File: config.mk
export PLATFORM = sky130hd
export DESIGN_NAME = pool1_max_stream
export DESIGN_NICKNAME = d
export VERILOG_FILES = /design/src/rtl/pool1_max_stream_pkg.sv /design/src/rtl/pool1_max_stream_max2_unsigned.sv /design/src/rtl/pool1_max_stream.sv
export SDC_FILE = /design/constraint.sdc
export NUM_CORES = 1
export LEC_CHECK = 0
export CAP_MARGIN = 25
export CELL_PAD_IN_SITES_DETAIL_PLACEMENT = 2
export CELL_PAD_IN_SITES_GLOBAL_PLACEMENT = 2
export CORE_MARGIN = 2
export CORE_UTILIZATION = 40
export CTS_CLUSTER_DIAMETER = 60
export DETAILED_ROUTE_END_ITERATION = 10
export GPL_TIMING_DRIVEN = 1
export HOLD_SLACK_MARGIN = 0.15
export PLACE_DENSITY = 0.74
export SLEW_MARGIN = 10
export SYNTH_ARGS = -nofsm -noshare
export SYNTH_HDL_FRONTEND = slang
export SYNTH_SLANG_ARGS = --single-unit
File: constraint.sdc
create_clock -name clk -period 4.7 [get_ports clk]
set_input_delay 0.94 -clock clk [delete_from_list [all_inputs] [get_ports clk]]
set_output_delay 0.94 -clock clk [all_outputs]
set_load 0.05 [all_outputs]
File: src/rtl/pool1_max_stream_pkg.sv
`default_nettype none
// ============================================================================
// pool1_max_stream_pkg : shared FSM encoding and map-geometry helpers
// Revision: 1.0
// ============================================================================
package pool1_max_stream_pkg;

    typedef enum logic [1:0] {
        ST_IDLE = 2'd0,
        ST_RUN  = 2'd1,
        ST_DONE = 2'd2
    } state_t;

    function automatic int ofm_side(input int ifm_size);
        return ifm_size / 2;
    endfunction

    // Widths never collapse to zero so single-map / tiny-map builds still elaborate.
    function automatic int index_bits(input int count);
        return (count > 1) ? $clog2(count) : 1;
    endfunction

    function automatic int ofm_addr_bits(input int ifm_size);
        return index_bits(ofm_side(ifm_size) * ofm_side(ifm_size));
    endfunction

endpackage
`default_nettype wire

File: src/rtl/pool1_max_stream_max2_unsigned.sv
`default_nettype none
// ============================================================================
// max2_unsigned : combinational unsigned max, ties resolve to in1
// Revision: 1.0
// ============================================================================
module max2_unsigned #(
    parameter int DATA_WIDTH = 32
) (
    input  logic [DATA_WIDTH-1:0] in1,
    input  logic [DATA_WIDTH-1:0] in2,
    output logic [DATA_WIDTH-1:0] max_out
);

    assign max_out = (in2 > in1) ? in2 : in1;

endmodule
`default_nettype wire

File: src/rtl/pool1_max_stream.sv
`default_nettype none
// ============================================================================
// pool1_max_stream : streaming 2x2 stride-2 max-pool with one pooled-row line buffer
// Revision: 1.0
// ============================================================================
module pool1_max_stream
    import pool1_max_stream_pkg::*;
#(
    parameter int DATA_WIDTH        = 32,
    parameter int IFM_SIZE          = 28,
    parameter int NUMBER_OF_FILTERS = 15,
    parameter int OFM_SIZE          = ofm_side(IFM_SIZE),
    parameter int ADDRESS_SIZE_OFM  = ofm_addr_bits(IFM_SIZE),
    parameter int FILTER_BITS       = index_bits(NUMBER_OF_FILTERS)
) (
    input  logic                        clk,
    input  logic                        reset,
    input  logic                        start,
    input  logic [DATA_WIDTH-1:0]       data_in,
    input  logic                        data_in_valid,
    output logic [DATA_WIDTH-1:0]       data_out,
    output logic                        data_out_valid,
    output logic [ADDRESS_SIZE_OFM-1:0] ofm_address,
    output logic [FILTER_BITS-1:0]      ofm_index,
    output logic                        busy,
    output logic                        done
);

    localparam int                     CNT_BITS  = index_bits(IFM_SIZE);
    localparam logic [CNT_BITS-1:0]    LAST_POS  = CNT_BITS'(IFM_SIZE - 1);
    localparam logic [FILTER_BITS-1:0] LAST_FILT = FILTER_BITS'(NUMBER_OF_FILTERS - 1);

    generate
        if ((IFM_SIZE % 2) != 0) begin : g_odd_ifm
            $fatal(1, "pool1_max_stream: IFM_SIZE must be even");
        end
    endgenerate

    state_t                  state;
    state_t                  state_next;
    logic [CNT_BITS-1:0]     col;
    logic [CNT_BITS-1:0]     row;
    logic [FILTER_BITS-1:0]  filt;
    logic [DATA_WIDTH-1:0]   hold_r;
    logic [DATA_WIDTH-1:0]   linebuf [OFM_SIZE];

    logic                        accept;
    logic                        col_wrap;
    logic                        row_wrap;
    logic                        last_in;
    logic [CNT_BITS-1:0]         col_half;
    logic [CNT_BITS-1:0]         row_half;
    logic [DATA_WIDTH-1:0]       line_rd;
    logic [DATA_WIDTH-1:0]       pair;
    logic [DATA_WIDTH-1:0]       merged;
    logic [ADDRESS_SIZE_OFM-1:0] out_addr;

    assign accept   = (state == ST_RUN) && data_in_valid;
    assign col_wrap = (col == LAST_POS);
    assign row_wrap = (row == LAST_POS);
    assign last_in  = accept && col_wrap && row_wrap && (filt == LAST_FILT);
    assign col_half = col >> 1;
    assign row_half = row >> 1;
    assign line_rd  = linebuf[col_half];
    assign out_addr = ADDRESS_SIZE_OFM'(row_half) * ADDRESS_SIZE_OFM'(OFM_SIZE)
                    + ADDRESS_SIZE_OFM'(col_half);

    // Earlier pixel goes on in1 so ties keep the earlier value.
    max2_unsigned #(.DATA_WIDTH(DATA_WIDTH)) u_pair (
        .in1     (hold_r),
        .in2     (data_in),
        .max_out (pair)
    );

    max2_unsigned #(.DATA_WIDTH(DATA_WIDTH)) u_merge (
        .in1     (line_rd),
        .in2     (pair),
        .max_out (merged)
    );

    always_comb begin
        state_next = state;
        case (state)
            ST_IDLE: if (start)   state_next = ST_RUN;
            ST_RUN:  if (last_in) state_next = ST_DONE;
            ST_DONE:              state_next = ST_IDLE;
            default:              state_next = ST_IDLE;
        endcase
    end

    always_ff @(posedge clk or negedge reset) begin
        if (!reset) state <= ST_IDLE;
        else        state <= state_next;
    end

    always_ff @(posedge clk or negedge reset) begin
        if (!reset) begin
            col  <= '0;
            row  <= '0;
            filt <= '0;
        end else if ((state == ST_IDLE) && start) begin
            col  <= '0;
            row  <= '0;
            filt <= '0;
        end else if (accept) begin
            col <= col_wrap ? '0 : col + 1'b1;
            if (col_wrap) row <= row_wrap ? '0 : row + 1'b1;
            if (col_wrap && row_wrap) filt <= (filt == LAST_FILT) ? '0 : filt + 1'b1;
        end
    end

    // linebuf is not cleared between maps: each even row rewrites every entry first.
    always_ff @(posedge clk or negedge reset) begin
        if (!reset) begin
            hold_r <= '0;
            for (int i = 0; i < OFM_SIZE; i++) linebuf[i] <= '0;
        end else if (accept) begin
            if (!col[0])             hold_r            <= data_in;
            else if (!row[0])        linebuf[col_half] <= pair;
        end
    end

    always_ff @(posedge clk or negedge reset) begin
        if (!reset) begin
            data_out       <= '0;
            data_out_valid <= 1'b0;
            ofm_address    <= '0;
            ofm_index      <= '0;
        end else begin
            data_out_valid <= accept && col[0] && row[0];
            if (accept && col[0] && row[0]) begin
                data_out    <= merged;
                ofm_address <= out_addr;
                ofm_index   <= filt;
            end
        end
    end

    assign busy = (state == ST_RUN);
    assign done = (state == ST_DONE);

endmodule
`default_nettype wire
==> results of run 1 <==
==> area by class of cell <==
| class | count | area [um2] |
|---|---|---|
| inverter | 47 | 176.4 |
| clock inverter | 30 | 410.4 |
| clock buffer | 82 | 1747 |
| multi-input combinational | 1230 | 12820 |
| tap | 864 | 1081 |
| fill | 6059 | 33020 |
| timing repair buffer | 306 | 2948 |
| sequential | 541 | 13550 |
==> placed cells by master (no fill, tap or decap), types with 15 or more instances in the layout <==
cell type	count
dfrtp_1	537
mux2_2	413
buf_4	183
nand2_1	103
nor2_1	97
mux4_2	96
o21ai_0	65
clkbuf_16	63
a21oi_1	59
clkdlybuf4s50_1	49
ha_1	40
ha_4	39
inv_1	33
mux2i_1	32
a221oi_1	31
a221o_1	31
a21oi_2	30
buf_12	28
mux2_4	25
nor3_1	21
buf_2	15
==> synthesized netlist by cell type, types with 5 or more instances <==
cell type	instances
a21o_1	12
a21oi_1	62
a21oi_2	27
a221o_1	31
a221oi_1	34
buf_1	6
buf_2	47
buf_6	30
clkbuf_1	61
dfrtp_1	541
fa_1	5
ha_1	79
inv_1	45
mux2_2	413
mux2_4	25
mux2i_1	33
mux4_2	96
nand2_1	106
nand2b_1	6
nand3_1	12
nand4_1	14
nor2_1	99
nor3_1	33
nor3_2	8
o21ai_0	72
==> state kept, by name, summed over array words and instances (netlist names) <==
name            count
col                 5
data_out           32
data_out_valid      1
filt                4
hold_r             32
linebuf           448
ofm_address         8
ofm_index           4
row                 5
state               2
==> repair_timing <==
item | in CTS | in global routing
gates cloned | 8 | 1
setup endpoints to repair | 32 | 32
gates resized for setup | 153 | 26
endpoints found under the hold margin | 0 | 0
setup buffers | 26 | 5
pin swaps | 35 | 16
==> final timing paths <==
| kind | start | to | cells after the start |
|---|---|---|---|
| min in group clk | ofm_address[7]$_DFFE_PN0P_ | ofm_address[7]$_DFFE_PN0P_ | 2 |
| max reg2reg | hold_r[4]$_DFFE_PN0P_ | data_out[19]$_DFFE_PN0P_ | 20 |
| max in group asynchronous | reset | linebuf[145]$_DFFE_PN0P_ | 2 |
| max | data_in[22] | data_out[19]$_DFFE_PN0P_ | 20 |
| min | reset | ofm_index[3]$_DFFE_PN0P_ | 1 |
| min reg2reg | ofm_address[7]$_DFFE_PN0P_ | ofm_address[7]$_DFFE_PN0P_ | 2 |
==> critical path, delay by kind of cell <==
family | cells | cell delay (ns)
AO/OA/AOI/OAI | 4 | 0.96
adder cells (fa/ha/maj) | 2 | 0.64
buffers and inverters | 5 | 0.97
multiplexers | 1 | 0.33
AND/OR/NAND/NOR | 8 | 1.88
==> per-layer routing <==
| layer | vias up | part of all wire (%) | track usage [%] |
|---|---|---|---|
| li1 | 7668 | - | - |
| met1 | 9974 | 41 | 34.79 |
| met2 | 460 | 51 | 49.34 |
| met3 | 222 | 3.6 | 3.540 |
| met4 | 0 | 4.1 | 12.06 |
| met5 | - | 0 | 0 |
==> through the flow <==
step | setup WS (ns) | std cells
6_report | -0.5298 | 3100
3_3_place_gp | -1.258 | 2949
3_5_place_dp | -1.372 | 2949
4_1_cts | -0.06167 | 3094
2_1_floorplan | -0.2486 | 1966
5_1_grt | -0.5678 | 3100
==> cells by family (layout without fill, tap and decap cells) <==
group | count (synthesis) | in the layout | share of synthesized area, %
AO/OA/AOI/OAI | 257 | 257 | 6.623
XOR/XNOR | 6 | 6 | 0.1978
adder cells (fa/ha/maj) | 84 | 84 | 4.098
buffers and inverters | 195 | 465 | 3.910
flip-flops | 541 | 541 | 50.97
multiplexers | 571 | 571 | 28.54
AND/OR/NAND/NOR | 312 | 312 | 5.662
==> where the power goes <==
| part | internal (uW) | total (uW) | switching [uW] | leakage, uW |
|---|---|---|---|---|
| combinational | 4580 | 9740 | 5160 | 0.00667 |
| sequential | 5850 | 6650 | 802 | 0.00727 |
| clock | 3090 | 5170 | 2070 | 0.00105 |
==> results.yml, run 1 <==
outcome:
  status: "finished with violations"
  failed_checks: "setup timing"
worst_setup_path:
  setup.worst_path.start_class: "input pin"
  critPathSlowestCell: "nor4_4"
  crit_type: "input pin to register"
  arrival_ns: 5.74
  crit_path_max_incr_delay_ns: 0.44
  cp_max_fo: 12
  required_ns: 5.21
  end_kind: "register"
  reg2reg_setup_slack_ns: -0.48
  crit_chain: "dlygate4sd2_1, ha_1, and4_1, nand4bb_1, buf_6, nor2_4, o22ai_2, nor2_4, buf_12, buf_16, mux2_4, ha_4, nand4_1, nor4_4, nand3_2, a22oi_2, o21ai_4, and2_4, buf_16, a221o_1"
job:
  max-cap-violations: 0
clocking:
  cts_sinks: 541
  clk_path_buf_depth: 3
  worstSkewPairLatency_ns: 0.64
  cts_made_buffers: 61
  postCtsHoldBufs: 0
  cts_root_buf: "clkbuf_16"
  cts_tree: "yes"
  clk_pin_slew_worst_paths_ns: 0.07
  htree_levels: 2
floorplan:
  die_w_um: 261.7
  fp-row-count: 94
  start_util_pct: 40.40
  coreArea_um2: 65750
  die-area_um2: 68480
  num_io_pins: 83
  dieHeight_um: 261.7
sta:
  fin_worst_hold_slack_ns: 0.3779
  drv_slew: 0
  rsz0062_at_grt: "yes"
  clock.fmax_ghz: 0.1912
  tns_ns: -14.55
  post-route-period-util_pct: 111.3
  timing.final.ws_setup_ns: -0.5298
  setup_viol: 32
  maxSlewHeadroom_pct: 31.63
  fin_crit_ns: 5.230
  hold_viol_final: 0
  clock_skew_ns: 0.02928
  tightest_slew_ns: 1.025
grt:
  gr-total-overflow: 0
  grt_max_degree: 105
  grt_usage_pct: 28.07
  antenna_found_initial: 0
  grt_pass1_vias: 21790
  grt_pass1_wl_mm: 142.6
detailed_routing:
  finalWirelength_mm: 93.66
  drt_first_pass_iters: 5
  drc: 0
  drtIter0Drc: 968
  ant_nets: 0
  vias: 18320
  routedWlPerCell_um: 30.21
  via_per_inst: 5.911
synthesis:
  yosys_register_bits: 541
  ys_async_sr_fraction_pct: 100.0
  yosys.area.top_type_share_pct: 50.97
  yosysUniqueCellTypes: 64
  synth_edf_count: 0
  yosysSeqAreaShare_pct: 50.97
  synthTopCellsByArea: "dfrtp_1, mux2_2, mux4_2, ha_1, nand2_1"
  yosysTopAreaCell: "dfrtp_1"
  syn_area_um2: 26560
  yosysWarnings: 0
  syn-num-nets: 2086
  synth_top_flop_cell: "dfrtp_1"
  synthCells: 1966
  syn_area_per_cell_um2: 13.51
placed_design:
  place.port_buffers: 82
  dpl-instance-area_um2: 29640
  dpl.hpwl_mm: 54.53
  gp_congestion: 0.8311
cells_and_area:
  fin_nets: 2307
  drive_gt1_share_pct: 45.89
  fin_area_um2: 32730
  antenna_cells: 0
  post-route-util_pct: 49.78
  syn2layout_area_growth_pct: 23.22
pwr:
  powerDensity_nw_per_um2: 658.5
  power_leakage_uw: 0.01500
  ir_worst_vdd_mv: 0.4140
  total_power_uw: 21550
worst_hold_path:
  min_path_type: "input pin to async pin"
(Power assumes the default switching activity.)
==> inputs of run 2 (changes only) <==
--- a/config.mk
+++ b/config.mk
@@ -6,9 +6,9 @@
 export NUM_CORES = 1
 export LEC_CHECK = 0
 export CAP_MARGIN = 25
-export CELL_PAD_IN_SITES_DETAIL_PLACEMENT = 2
+export CELL_PAD_IN_SITES_DETAIL_PLACEMENT = 0
 export CELL_PAD_IN_SITES_GLOBAL_PLACEMENT = 2
-export CORE_MARGIN = 2
+export CORE_MARGIN = 3
 export CORE_UTILIZATION = 40
 export CTS_CLUSTER_DIAMETER = 60
 export DETAILED_ROUTE_END_ITERATION = 10
==> results.yml, run 2 (same netlist as run 1, synthesis figures left out) <==
clocking:
  cts_sinks: 541
  cts_tree: "yes"
  htree_levels: 2
  clk_path_buf_depth: 3
  worstSkewPairLatency_ns: 0.63
  cts_root_buf: "clkbuf_16"
  cts_made_buffers: 61
  clk_pin_slew_worst_paths_ns: 0.06
cells_and_area:
  largest_register_ffs: 448
  n_fill_cell: 5596
  final_cell_mix: "dfrtp_1, mux2_2, buf_4"
  layout_commonest_cell: "dfrtp_1"
  post-route-util_pct: 49.52
  fin_area_um2: 32210
  multi_input_area_um2: 12630
  drive_gt1_share_pct: 43.92
  ff_latch_area_um2: 13550
  reg_top3: "linebuf (448), data_out (32), hold_r (32)"
  syn2layout_area_growth_pct: 21.27
  top_register: "linebuf"
  layout.cells.non_filler: 3067
  fin_nets: 2280
sta:
  setup_viol: 32
  fin_crit_ns: 4.830
  clock.fmax_ghz: 0.2070
  hold_viol_final: 0
  rsz0062_at_grt: "yes"
  tightest_slew_ns: 0.9734
  maxSlewHeadroom_pct: 35.10
  timing.final.ws_setup_ns: -0.1302
  clock_skew_ns: 0.02452
  post-route-period-util_pct: 102.8
  drv_slew: 0
worst_setup_path:
  r2r-end: "data_out[22]$_DFFE_PN0P_"
  reg2reg_from: "hold_r[9]$_DFFE_PN0P_"
  cp_max_fo: 8
  end_kind: "register"
  crit_type: "input pin to register"
  required_ns: 5.19
  r2r_cells: 20
  crit_path_max_incr_delay_ns: 0.63
  critical-path-top-delay-family: "simple AND/OR/NAND/NOR gates"
  crit_buf_inv: 5
  crit_chain: "buf_2, ha_4, nand4_1, or4_4, nor2_4, a311oi_4, nor2_4, buf_12, buf_12, mux2_4, ha_4, nand4_1, nor4_2, buf_4, nand3_2, a22oi_2, o21ai_4, and2_4, buf_12, a221o_1"
  reg2reg_setup_slack_ns: -0.11
  arrival_ns: 5.32
  critPathSlowestCell: "or4_4"
  setup.worst_path.start_class: "input pin"
  crit_top_cell: "buf_12"
grt:
  grt_max_degree: 105
  antenna_found_initial: 1
  grt_pass1_vias: 18010
  gr-total-overflow: 0
  grt_usage_pct: 21.24
  grt_pass1_wl_mm: 113.7
worst_hold_path:
  min_path_type: "input pin to async pin"
floorplan:
  fp-row-count: 93
  start_util_pct: 40.84
  num_io_pins: 83
  die_w_um: 263.7
  coreArea_um2: 65050
  die-area_um2: 69540
  dieHeight_um: 263.7
placed_design:
  gp_congestion: 0.8310
  dpl-instance-area_um2: 29540
  post-place-ws_ns: -1.335
  place.port_buffers: 82
  dpl.hpwl_mm: 46.72
  dp_cells: 2928
pwr:
  total_power_uw: 19860
  power_leakage_uw: 0.01483
  powerDensity_nw_per_um2: 616.5
  ir_worst_vdd_mv: 0.3897
outcome:
  failed_checks: "setup timing"
  status: "finished with violations"
detailed_routing:
  via_per_inst: 5.576
  drt_first_pass_iters: 5
  ant_nets: 0
  vias: 17100
  finalWirelength_mm: 73.83
  drtIter0Drc: 1167
  routedWlPerCell_um: 24.07
  drc: 0
job:
  max-cap-violations: 0
## run 2: worst max path at each step
stage | cells after the start | end | slack (ns) | start
after CTS | 21 | data_out[22]$_DFFE_PN0P_ | 0.02 | hold_r[6]$_DFFE_PN0P_
after global routing | 18 | data_out[30]$_DFFE_PN0P_ | -0.19 | hold_r[11]$_DFFE_PN0P_
final | 20 | data_out[22]$_DFFE_PN0P_ | -0.13 | data_in[11]
after detailed placement | 18 | data_out[0]$_DFFE_PN0P_ | -1.34 | data_in[8]
after floorplan | 20 | data_out[10]$_DFFE_PN0P_ | -0.25 | data_in[9]
after global placement | 19 | data_out[1]$_DFFE_PN0P_ | -1.36 | data_in[30]
## run 2: stage by stage
step,hold slack (ns),setup TNS [ns]
after floorplan,0.4453,-6.703
after global placement,0.4576,-42.00
after detailed placement,0.4708,-41.29
after CTS,0.3430,0
after global routing,0.3426,-5.010
final,0.3210,-2.759
## run 2: cell type report
type                       instances  share of cell area [%]
inverter                          47                  0.5477
antenna                            1                0.007769
clock inverter                    30                   1.251
multi-input combinational       1230                   39.22
sequential                       541                   42.06
timing repair buffer             279                   8.180
tap                              855                   3.321
clock buffer                      84                   5.415
## run 2: routing by layer
layer  GRT usage, %  vias up  wire length [um]
li1               -     7620                 -
met1          31.12     9072             35310
met2          33.73      324             34260
met3          2.934       86              2958
met4          4.768        0              1299
met5              0        -                 0
## run 2: repair_timing
action,4_1_cts,5_1_grt
resized for setup,94,38
pin swaps,41,13
hold buffers,0,0
buffers inserted,9,13
gates cloned,2,2
endpoints found under the setup margin,32,32
## run 2: report_power, final
part	internal, uW	total (uW)	switching, uW
Clock	3040	5030	1990
Sequential	5850	6520	679
Combinational	4040	8300	4270
